<file path="src/rtl/booth_arbiter_if.sv">
// Bundle of the two requester ports, the shared response port and the
// Booth multiplier port of booth_arbiter. The arbiter uses the slave view;
// the requesters and the multiplier together form the master view.
interface booth_arbiter_if #(
  parameter int W = 8
);
  // Requester side
  logic           req0_valid;
  logic           req1_valid;
  logic [W-1:0]   req0_a;
  logic [W-1:0]   req0_b;
  logic [W-1:0]   req1_a;
  logic [W-1:0]   req1_b;
  logic           req0_ready;
  logic           req1_ready;

  // Response side (product and error are shared by both response ports)
  logic           resp0_valid;
  logic           resp1_valid;
  logic           resp0_ready;
  logic           resp1_ready;
  logic [2*W-1:0] resp_p;
  logic           resp_err;

  // Multiplier side
  logic           mul_valid;
  logic [W-1:0]   mul_a;
  logic [W-1:0]   mul_b;
  logic           mul_done;
  logic [2*W-1:0] mul_p;

  // Status
  logic           busy;

  modport slave (
    input  req0_valid, req1_valid, req0_a, req0_b, req1_a, req1_b,
    output req0_ready, req1_ready,
    output resp0_valid, resp1_valid, resp_p, resp_err,
    input  resp0_ready, resp1_ready,
    output mul_valid, mul_a, mul_b,
    input  mul_done, mul_p,
    output busy
  );

  modport master (
    output req0_valid, req1_valid, req0_a, req0_b, req1_a, req1_b,
    input  req0_ready, req1_ready,
    input  resp0_valid, resp1_valid, resp_p, resp_err,
    output resp0_ready, resp1_ready,
    input  mul_valid, mul_a, mul_b,
    output mul_done, mul_p,
    input  busy
  );
endinterface

</file>
<file path="src/rtl/booth_arbiter.sv">
// Two-requester arbiter in front of a single multi-cycle Booth multiplier.
// One operation is in flight at a time: accept in IDLE, pulse the
// multiplier in ISSUE, wait for completion or timeout in WAIT, and hold the
// result in RESP until the owning requester takes it. Grants alternate
// between the requesters when both are pending.
module booth_arbiter #(
  parameter int W       = 8,
  parameter int TIMEOUT = 64
) (
  input  logic           clk,
  input  logic           rst,
  booth_arbiter_if.slave bus
);

  typedef enum logic [1:0] {
    S_IDLE  = 2'd0,
    S_ISSUE = 2'd1,
    S_WAIT  = 2'd2,
    S_RESP  = 2'd3
  } state_t;

  // WAIT lasts at most TIMEOUT cycles: the timer counts 0..TIMEOUT-1 and the
  // abort fires in the cycle the timer reaches its last value.
  localparam logic [7:0] TMO_LAST = 8'(TIMEOUT - 1);

  state_t         r_state;
  state_t         w_next_state;

  logic           r_last_grant;
  logic           r_owner;
  logic [W-1:0]   r_a;
  logic [W-1:0]   r_b;
  logic [7:0]     r_timer;
  logic [2*W-1:0] r_resp_p;
  logic           r_resp_err;

  logic           w_grant;
  logic           w_accept;
  logic           w_timeout;
  logic           w_owner_ready;
  logic [W-1:0]   w_sel_a;
  logic [W-1:0]   w_sel_b;

  logic           w_req0_ready;
  logic           w_req1_ready;
  logic           w_resp0_valid;
  logic           w_resp1_valid;
  logic           w_mul_valid;
  logic           w_busy;

  // Pick the requester to serve: a lone requester wins, otherwise the one
  // that was not served last.
  always_comb begin
    w_grant = ~r_last_grant;
    if (bus.req0_valid && !bus.req1_valid) begin
      w_grant = 1'b0;
    end else if (bus.req1_valid && !bus.req0_valid) begin
      w_grant = 1'b1;
    end
  end

  // The grant always points at a pending requester when any is pending, so
  // an accept happens whenever IDLE sees at least one valid.
  assign w_accept      = (r_state == S_IDLE) && (bus.req0_valid || bus.req1_valid);
  assign w_sel_a       = w_grant ? bus.req1_a : bus.req0_a;
  assign w_sel_b       = w_grant ? bus.req1_b : bus.req0_b;
  assign w_timeout     = (r_timer == TMO_LAST);
  assign w_owner_ready = r_owner ? bus.resp1_ready : bus.resp0_ready;

  // State register.
  // NOTE: sequential state is written with non-blocking assignments so every
  // flop samples the values from before the edge, independent of block order.
  always_ff @(posedge clk or negedge rst) begin
    if (!rst) begin
      r_state <= S_IDLE;
    end else begin
      r_state <= w_next_state;
    end
  end

  // Next-state and per-state outputs of the control FSM.
  // NOTE: every signal written here gets a default first, so no path through
  // the case statement leaves one unassigned and no latch is inferred.
  always_comb begin
    w_next_state  = r_state;
    w_req0_ready  = 1'b0;
    w_req1_ready  = 1'b0;
    w_resp0_valid = 1'b0;
    w_resp1_valid = 1'b0;
    w_mul_valid   = 1'b0;
    w_busy        = 1'b1;
    case (r_state)
      S_IDLE: begin
        w_busy       = 1'b0;
        w_req0_ready = ~w_grant;
        w_req1_ready = w_grant;
        if (w_accept) begin
          w_next_state = S_ISSUE;
        end
      end
      S_ISSUE: begin
        w_mul_valid  = 1'b1;
        w_next_state = S_WAIT;
      end
      S_WAIT: begin
        if (bus.mul_done || w_timeout) begin
          w_next_state = S_RESP;
        end
      end
      S_RESP: begin
        w_resp0_valid = ~r_owner;
        w_resp1_valid = r_owner;
        if (w_owner_ready) begin
          w_next_state = S_IDLE;
        end
      end
      default: begin
        w_next_state = S_IDLE;
      end
    endcase
  end

  // Operand latch, WAIT timer, result capture and fairness bookkeeping.
  // A completion pulse outside WAIT falls through untouched, and mul_done
  // takes precedence over the timeout in the final WAIT cycle.
  always_ff @(posedge clk or negedge rst) begin
    if (!rst) begin
      r_last_grant <= 1'b1;
      r_owner      <= 1'b0;
      r_a          <= '0;
      r_b          <= '0;
      r_timer      <= '0;
      r_resp_p     <= '0;
      r_resp_err   <= 1'b0;
    end else begin
      case (r_state)
        S_IDLE: begin
          if (w_accept) begin
            r_owner <= w_grant;
            r_a     <= w_sel_a;
            r_b     <= w_sel_b;
          end
        end
        S_ISSUE: begin
          r_timer <= '0;
        end
        S_WAIT: begin
          if (bus.mul_done) begin
            r_resp_p   <= bus.mul_p;
            r_resp_err <= 1'b0;
          end else if (w_timeout) begin
            r_resp_p   <= '0;
            r_resp_err <= 1'b1;
          end else begin
            r_timer <= r_timer + 8'd1;
          end
        end
        S_RESP: begin
          if (w_owner_ready) begin
            r_last_grant <= r_owner;
          end
        end
        default: begin
          r_timer <= '0;
        end
      endcase
    end
  end

  assign bus.req0_ready  = w_req0_ready;
  assign bus.req1_ready  = w_req1_ready;
  assign bus.resp0_valid = w_resp0_valid;
  assign bus.resp1_valid = w_resp1_valid;
  assign bus.resp_p      = r_resp_p;
  assign bus.resp_err    = r_resp_err;
  assign bus.mul_valid   = w_mul_valid;
  assign bus.mul_a       = r_a;
  assign bus.mul_b       = r_b;
  assign bus.busy        = w_busy;

endmodule

</file>
<file path="src/flat_wrapper.sv">
// flat-port wrapper written by rule: the top's interface ports become plain ports
module booth_arbiter_flat 
#(
  parameter int W       = 8,
  parameter int TIMEOUT = 64
)
  (clk, rst, bus_req0_valid, bus_req1_valid, bus_req0_a, bus_req0_b, bus_req1_a, bus_req1_b, bus_req0_ready, bus_req1_ready, bus_resp0_valid, bus_resp1_valid, bus_resp_p, bus_resp_err, bus_resp0_ready, bus_resp1_ready, bus_mul_valid, bus_mul_a, bus_mul_b, bus_mul_done, bus_mul_p, bus_busy);
  booth_arbiter_if #(.W(W)) bus_i ();
  input  logic clk;
  input  logic rst;
  input wire logic [$bits(bus_i.req0_valid)-1:0] bus_req0_valid;
  input wire logic [$bits(bus_i.req1_valid)-1:0] bus_req1_valid;
  input wire logic [$bits(bus_i.req0_a)-1:0] bus_req0_a;
  input wire logic [$bits(bus_i.req0_b)-1:0] bus_req0_b;
  input wire logic [$bits(bus_i.req1_a)-1:0] bus_req1_a;
  input wire logic [$bits(bus_i.req1_b)-1:0] bus_req1_b;
  output wire logic [$bits(bus_i.req0_ready)-1:0] bus_req0_ready;
  output wire logic [$bits(bus_i.req1_ready)-1:0] bus_req1_ready;
  output wire logic [$bits(bus_i.resp0_valid)-1:0] bus_resp0_valid;
  output wire logic [$bits(bus_i.resp1_valid)-1:0] bus_resp1_valid;
  output wire logic [$bits(bus_i.resp_p)-1:0] bus_resp_p;
  output wire logic [$bits(bus_i.resp_err)-1:0] bus_resp_err;
  input wire logic [$bits(bus_i.resp0_ready)-1:0] bus_resp0_ready;
  input wire logic [$bits(bus_i.resp1_ready)-1:0] bus_resp1_ready;
  output wire logic [$bits(bus_i.mul_valid)-1:0] bus_mul_valid;
  output wire logic [$bits(bus_i.mul_a)-1:0] bus_mul_a;
  output wire logic [$bits(bus_i.mul_b)-1:0] bus_mul_b;
  input wire logic [$bits(bus_i.mul_done)-1:0] bus_mul_done;
  input wire logic [$bits(bus_i.mul_p)-1:0] bus_mul_p;
  output wire logic [$bits(bus_i.busy)-1:0] bus_busy;
  assign bus_i.req0_valid = bus_req0_valid;
  assign bus_i.req1_valid = bus_req1_valid;
  assign bus_i.req0_a = bus_req0_a;
  assign bus_i.req0_b = bus_req0_b;
  assign bus_i.req1_a = bus_req1_a;
  assign bus_i.req1_b = bus_req1_b;
  assign bus_req0_ready = bus_i.req0_ready;
  assign bus_req1_ready = bus_i.req1_ready;
  assign bus_resp0_valid = bus_i.resp0_valid;
  assign bus_resp1_valid = bus_i.resp1_valid;
  assign bus_resp_p = bus_i.resp_p;
  assign bus_resp_err = bus_i.resp_err;
  assign bus_i.resp0_ready = bus_resp0_ready;
  assign bus_i.resp1_ready = bus_resp1_ready;
  assign bus_mul_valid = bus_i.mul_valid;
  assign bus_mul_a = bus_i.mul_a;
  assign bus_mul_b = bus_i.mul_b;
  assign bus_i.mul_done = bus_mul_done;
  assign bus_i.mul_p = bus_mul_p;
  assign bus_busy = bus_i.busy;
  booth_arbiter #(.W(W), .TIMEOUT(TIMEOUT)) u_core (.clk(clk), .rst(rst), .bus(bus_i));
endmodule
</file>
<file path="config.mk">
export PLATFORM = sky130hd
export DESIGN_NAME = booth_arbiter_flat
export DESIGN_NICKNAME = d
export VERILOG_FILES = /design/src/rtl/booth_arbiter_if.sv /design/src/rtl/booth_arbiter.sv /design/src/flat_wrapper.sv
export SDC_FILE = /design/constraint.sdc
export NUM_CORES = 1
export LEC_CHECK = 0
export CAP_MARGIN = 20
export CORE_ASPECT_RATIO = 1.4
export CORE_MARGIN = 2
export CORE_UTILIZATION = 42
export DETAILED_ROUTE_END_ITERATION = 8
export PLACE_DENSITY = 0.8
export SLEW_MARGIN = 20
export SYNTH_ARGS = -nofsm -noshare
export SYNTH_HDL_FRONTEND = slang
export SYNTH_SLANG_ARGS = --single-unit
</file>
<file path="constraint.sdc">
create_clock -name clk -period 2.1 [get_ports clk]
set_clock_uncertainty 0.15 [all_clocks]
set_input_delay 0.42 -clock clk [delete_from_list [all_inputs] [get_ports clk]]
set_output_delay 0.42 -clock clk [all_outputs]
set_load 0.02 [all_outputs]
</file>
==> reports/qor.yml <==
pwr:
  swShare_pct: 38.6
  combPwrFrac_pct: 53.5
  share_seq_of_total_power_pct: 33.7
  p_clk_share_pct: 12.8
  fin_total_pwr_mw: 4.25
  power.internal_mw: 2.61
  power-per-cell-area_nw_per_um2: 1280
  p_leak_nw: 1.50
  power.switching_mw: 1.64
  ir_worst_vdd_v: 0.000672
global_routing:
  grt_start_max_net_pins: 33
  antenna_found_initial: 0
  grt-ovfl-total: 0
  grt_pass1_vias: 1866
  grt_use_total_pct: 19.3
  grt_pass1_wl_um: 8500
sta:
  layout_min_cycle_time_ns: 2.01
  rsz0062_at_grt: "no"
  relSlewSlack_pct: 75.5
  post-route-period-util_pct: 95.7
  hold_viol: 0
  tightest_slew_ns: 0.361
  slew_viol_final: 0
  max_freq_ghz: 0.498
  finalSetupViolations: 0
  setup_tns_ns: 0
logic_synthesis:
  yosysUniqueCellTypes: 35
  synth_top_area_share_pct: 52.3
  syn_area_per_cell_um2: 11.0
  syn_inst: 192
  synth_warnings: 0
  synth_area_leaders: "dfrtp_1 52%, mux2i_1 9.0%, a22o_1 6.7%"
  synth.ff_latch_count: 45
  synthArstFlopShare_pct: 100
  synth_top_cell_by_area: "dfrtp_1"
  synth_flop_cell: "dfrtp_1"
  syn_area_um2: 2100
  syn_nets: 253
  synth_seq_area_share_pct: 53.6
  synth_edf_count: 0
drt:
  drtIter0Drc: 59
  wirelength_um: 4930
  first_pass_iters: 4
  wl_per_cell_um: 13.4
  vias_per_cell: 4.98
  ant_nets: 0
  dr_total_vias: 1827
  drc: 0
flow_run:
  maxCapViolations: 0
setup_path:
  cp-end-kind: "output pin"
  startpoint_type: "register"
  crit_required_ns: 1.53
  arrival_ns: 1.44
  path_class: "reg2out"
  crit_fanout: 3
  critPathLaunch: "u_core.r_state[1]"
  ff2ff_setup_slack_ns: 0.16
  reg2reg_from: "u_core.r_timer[0]"
floorplanning:
  io_pins: 94
  core_um2: 4840
  dieArea_um2: 5600
  fp.dieW_um: 63.8
  die-height_um: 87.7
  rows: 30
  start_util_pct: 43.4
cells_and_area:
  fin_nets: 363
  antenna_cells: 0
  fin_cells: 367
  area_growth_pct: 57.6
  final_cell_area_um2: 3310
  layout-drive-gt1-share_pct: 12.2
cts:
  cts_buffers: 5
  cts_tree: "done"
  postCtsSetupBuffers: 0
  clk_latency_ns: 0.30
  clk_path_buf_depth: 2
  cts-root-buf: "clkbuf_8"
  cts.sinks: 45
  htreeDepth: 2
  clkTransAtPathRegs_ns: 0.09
placement:
  port_buffers: 93
  hpwl_um: 3900
  dpl_cell_area_um2: 3220
  dp_cells: 358
  gp_congestion: 0.868
min_path:
  min_path_type: "in2reg"
  hold_path.startpoint: "bus_req0_valid"
run_status:
  status: "finished clean"
-- cells by family after synthesis --
logic type      synth area share [%]
compound gates                  16.5
flops                           53.6
simple gates                    12.7
xor+xnor                       0.416
mux                             9.58
fa+ha+maj                       4.05
buf+inv                         3.15
-- layer usage --
metal / wire, µm / global-route usage [%]
met2: 2740 / 35.7
met3: 304 / 5.53
met5: 0 / 0
met1: 1840 / 21.4
met4: 46 / 5.34
-- synth_stat cells, drive strengths merged (3+ instances only) --
master / instances
a21oi: 3
a22o: 16
and2: 3
buf: 5
clkbuf: 5
dfrtp: 44
ha: 6
inv: 6
mux2i: 19
nand2: 25
nand3: 10
nor2: 4
o211ai: 3
o21ai: 20
-- critical path: stages, from the launching register on --
cell and delay (ns):
dfrtp_1 0.40, inv_1 0.09, buf_4 0.11, ha_1 0.19, dlygate4sd2_1 0.35
-- state kept, by name, summed over array words and instances, names as in the netlist --
signal,cells
u_core.bus.resp_err,1
u_core.r_last_grant,1
u_core.bus.resp_p,16
u_core.r_timer,8
u_core.bus.mul_a,8
u_core.bus.mul_b,8
u_core.r_state,2
u_core.r_owner,1
-- layout make-up --
cell class | count | area, µm²
Tap cell | 64 | 80.1
Sequential cell | 45 | 1130
Timing Repair Buffer | 113 | 1080
Multi-Input combinational cell | 131 | 915
Fill cell | 395 | 1530
Inverter | 6 | 22.5
Clock inverter | 3 | 21.3
Clock buffer | 5 | 68.8
-- layout by cell type (no fill, tap or decap), types with 3 or more instances in the layout --
cell type | synthesis | final
a21oi_1 | 3 | 3
a22o_1 | 16 | 16
and2_1 | 3 | 3
buf_4 | 0 | 19
clkbuf_8 | 0 | 5
clkdlybuf4s50_1 | 0 | 84
dfrtp_1 | 44 | 44
dlygate4sd2_1 | 0 | 3
ha_1 | 6 | 6
inv_1 | 6 | 6
mux2i_1 | 19 | 19
nand2_1 | 25 | 25
nand3_1 | 9 | 9
nor2_1 | 4 | 4
o211ai_1 | 3 | 3
o21ai_0 | 19 | 18
-- power groups by stage --
stage,combinational [mW],clock [mW],sequential (mW)
after floorplan,0.829,0,1.79
after global placement,2.29,0,1.43
after detailed placement,2.33,0,1.45
after CTS,2.31,0.556,1.43
after global routing,2.48,0.598,1.48
final,2.27,0.541,1.43
-- stage by stage --
step | hold WS [ns] | setup slack (ns) | utilization, %
after CTS | 0.339 | -0.0643 | 68.4
after global routing | 0.346 | 0.00379 | 68.4
after global placement | 0.183 | -0.515 | 66.6
final | 0.324 | 0.0910 | 68.4
after floorplan | -0.0256 | 0.0686 | -
after detailed placement | 0.183 | -0.508 | 66.6
-- final timing paths --
| check | to | cells past startpoint |
|---|---|---|
| max reg2reg | u_core.r_state[1] | 5 |
| max in group asynchronous | u_core.r_last_grant | 3 |
| min | u_core.r_owner | 3 |
| min reg2reg | u_core.bus.mul_b[0] | 2 |
| min in group asynchronous | u_core.r_timer[6] | 2 |
| max | bus_mul_valid | 4 |
-- what timing repair did --
action	CTS	global route
gates resized for setup	13	5
endpoints found under the setup margin	6	5
pin swaps	0	2
hold buffers	1	0
hold endpoints to repair	12	0
Power figures use the tool's default switching activity.
==> edit: new RTL, same flow settings <==
`W` is set to 8 in 3 places; all go to 6.
--- a/src/rtl/booth_arbiter_if.sv
+++ b/src/rtl/booth_arbiter_if.sv
@@ -4,3 +4,3 @@
 interface booth_arbiter_if #(
-  parameter int W = 8
+  parameter int W = 6
 );
--- a/src/rtl/booth_arbiter.sv
+++ b/src/rtl/booth_arbiter.sv
@@ -6,3 +6,3 @@
 module booth_arbiter #(
-  parameter int W       = 8,
+  parameter int W       = 6,
   parameter int TIMEOUT = 64
--- a/src/flat_wrapper.sv
+++ b/src/flat_wrapper.sv
@@ -3,3 +3,3 @@
 #(
-  parameter int W       = 8,
+  parameter int W       = 6,
   parameter int TIMEOUT = 64
Interface: changed (8 resized); port bits go from 94 to 74. The function was not compared with the original's and may differ.
==> edit against the unedited design <==
Setup slack got worse by 0.0045 ns; largest power group unchanged; synthesized area fell by 15%; wire length fell by 14%; design area fell by 15%; sequential cell count fell by 8; global-route usage fell by 0.28 points; core utilization fell by 1.3 points; total power fell by 12%.
==> edit: results <==
{
  "portBuffers": 73,
  "yosys_warnings": 0,
  "setup_slack_ns": 0.0865,
  "clkPwrFrac_pct": 19.3,
  "synthFlopType": "dfrtp_1",
  "cp_slowest_cell": "dfrtp_1",
  "rrSetupSlack_ns": 0.11,
  "irDropWorstVdd_v": 0.000716,
  "slew_headroom_pct": 67.5,
  "wl_per_cell_um": 14.1,
  "ys_top_cells_by_count": "36 x dfrtp_1, 19 x nand2_1, 16 x o21ai_0",
  "grt_usage_pct": 19.0,
  "gp_congestion": 0.776,
  "reg2reg_depth": 7,
  "cts_setup_buffers": 0,
  "viasPerCell": 5.14,
  "clockRootBuffer": "clkbuf_8",
  "place_hpwl_um": 3230,
  "synth.distinct_cells": 36,
  "htreeDepth": 2,
  "path_class": "flop to output pin",
  "r2r-end": "u_core.r_timer[7]$_DFFE_PN0P_",
  "hold_class": "primary input to asynchronous set/reset pin",
  "comb-power_mw": 1.85,
  "largest_reg_flops": 12,
  "ys_seq_area_share_pct": 51.9,
  "path_clk_slew_ns": 0.07,
  "cts_buffer_depth": 2,
  "netlist_top_cells_area": "dfrtp_1 50%, mux2i_1 7.8%, a22o_1 5.9%",
  "status": "finished clean",
  "r2r_start": "u_core.r_state[0]$_DFFE_PN0P_",
  "dp_worst_setup_slack_ns": -0.468,
  "first_global_vias": 1596,
  "synth_fp_nets": 212,
  "first_pass_iters": 4,
  "grt_pass1_wl_um": 6940,
  "grt_max_degree": 38,
  "endpoint": "bus_busy",
  "synth_top_area_share_pct": 50.4,
  "first_iter_violations": 51,
  "clock_latency_ns": 0.29,
  "critPathMaxFanout": 3,
  "diodes": 0,
  "drive_above_1_share_pct": 16.1,
  "leakage_nw": 1.30,
  "switching_share_pct": 35.9,
  "num-nets-final": 303
}
[edit: changes by cell type in the layout (fill, tap and decap cells not counted), sizes merged, moves of 4 or more]
cell / before / now
clkdlybuf4s50: 84 / 64
nand2: 25 / 19
mux2i: 19 / 14
nand3: 10 / 4
a22o: 16 / 12
dfrtp: 44 / 36
[edit: logic make-up after synthesis]
group                      count (synthesis)  share of synthesized area, %
AOI/OAI and AO/OA                         44                          17.8
buffers and inverters                     10                          2.31
adders and majority gates                  7                          4.83
DFF                                       37                          51.9
muxes                                     15                          8.47
and+or+nand+nor                           50                          14.7
[edit: through the flow]
stage | total power, mW | instances | hold slack (ns) | instance area, um2
5_1_grt | 4.01 | 300 | 0.0485 | 2800
3_5_place_dp | 3.08 | 292 | 0.319 | 2670
6_report | 3.75 | 300 | 0.0235 | 2800
4_1_cts | 3.80 | 300 | 0.0291 | 2790
2_1_floorplan | 2.16 | 163 | -0.0256 | 1790
3_3_place_gp | 3.02 | 292 | 0.311 | 2670
[edit: per-layer routing]
| metal | GRT usage [%] | up-vias | wire length (um) |
|---|---|---|---|
| met5 | 0 | - | 0 |
| met4 | 6.82 | 0 | 48 |
| met3 | 6.53 | 6 | 264 |
| met2 | 35.0 | 50 | 2330 |
| met1 | 19.4 | 719 | 1590 |
| li1 | - | 768 | - |
[edit: repair_timing]
item | CTS | global route
pin swaps | 1 | 1
setup endpoints to repair | 6 | 8
resized for setup | 15 | 3
[edit: worst max-delay path, delay by kind of cell, from the launching register on]
kind       cells  cell delay (ns)
fa+ha+maj      1             0.24
flops          1             0.39
buf+inv        3             0.54
[edit: cell type report]
type	instances	area, um2
clock inverter	3	65.1
sequential	37	927
fill	335	1370
multi-input combinational	116	826
timing repair buffer	90	843
inverter	4	15.0
clock buffer	5	68.8
tap	45	56.3
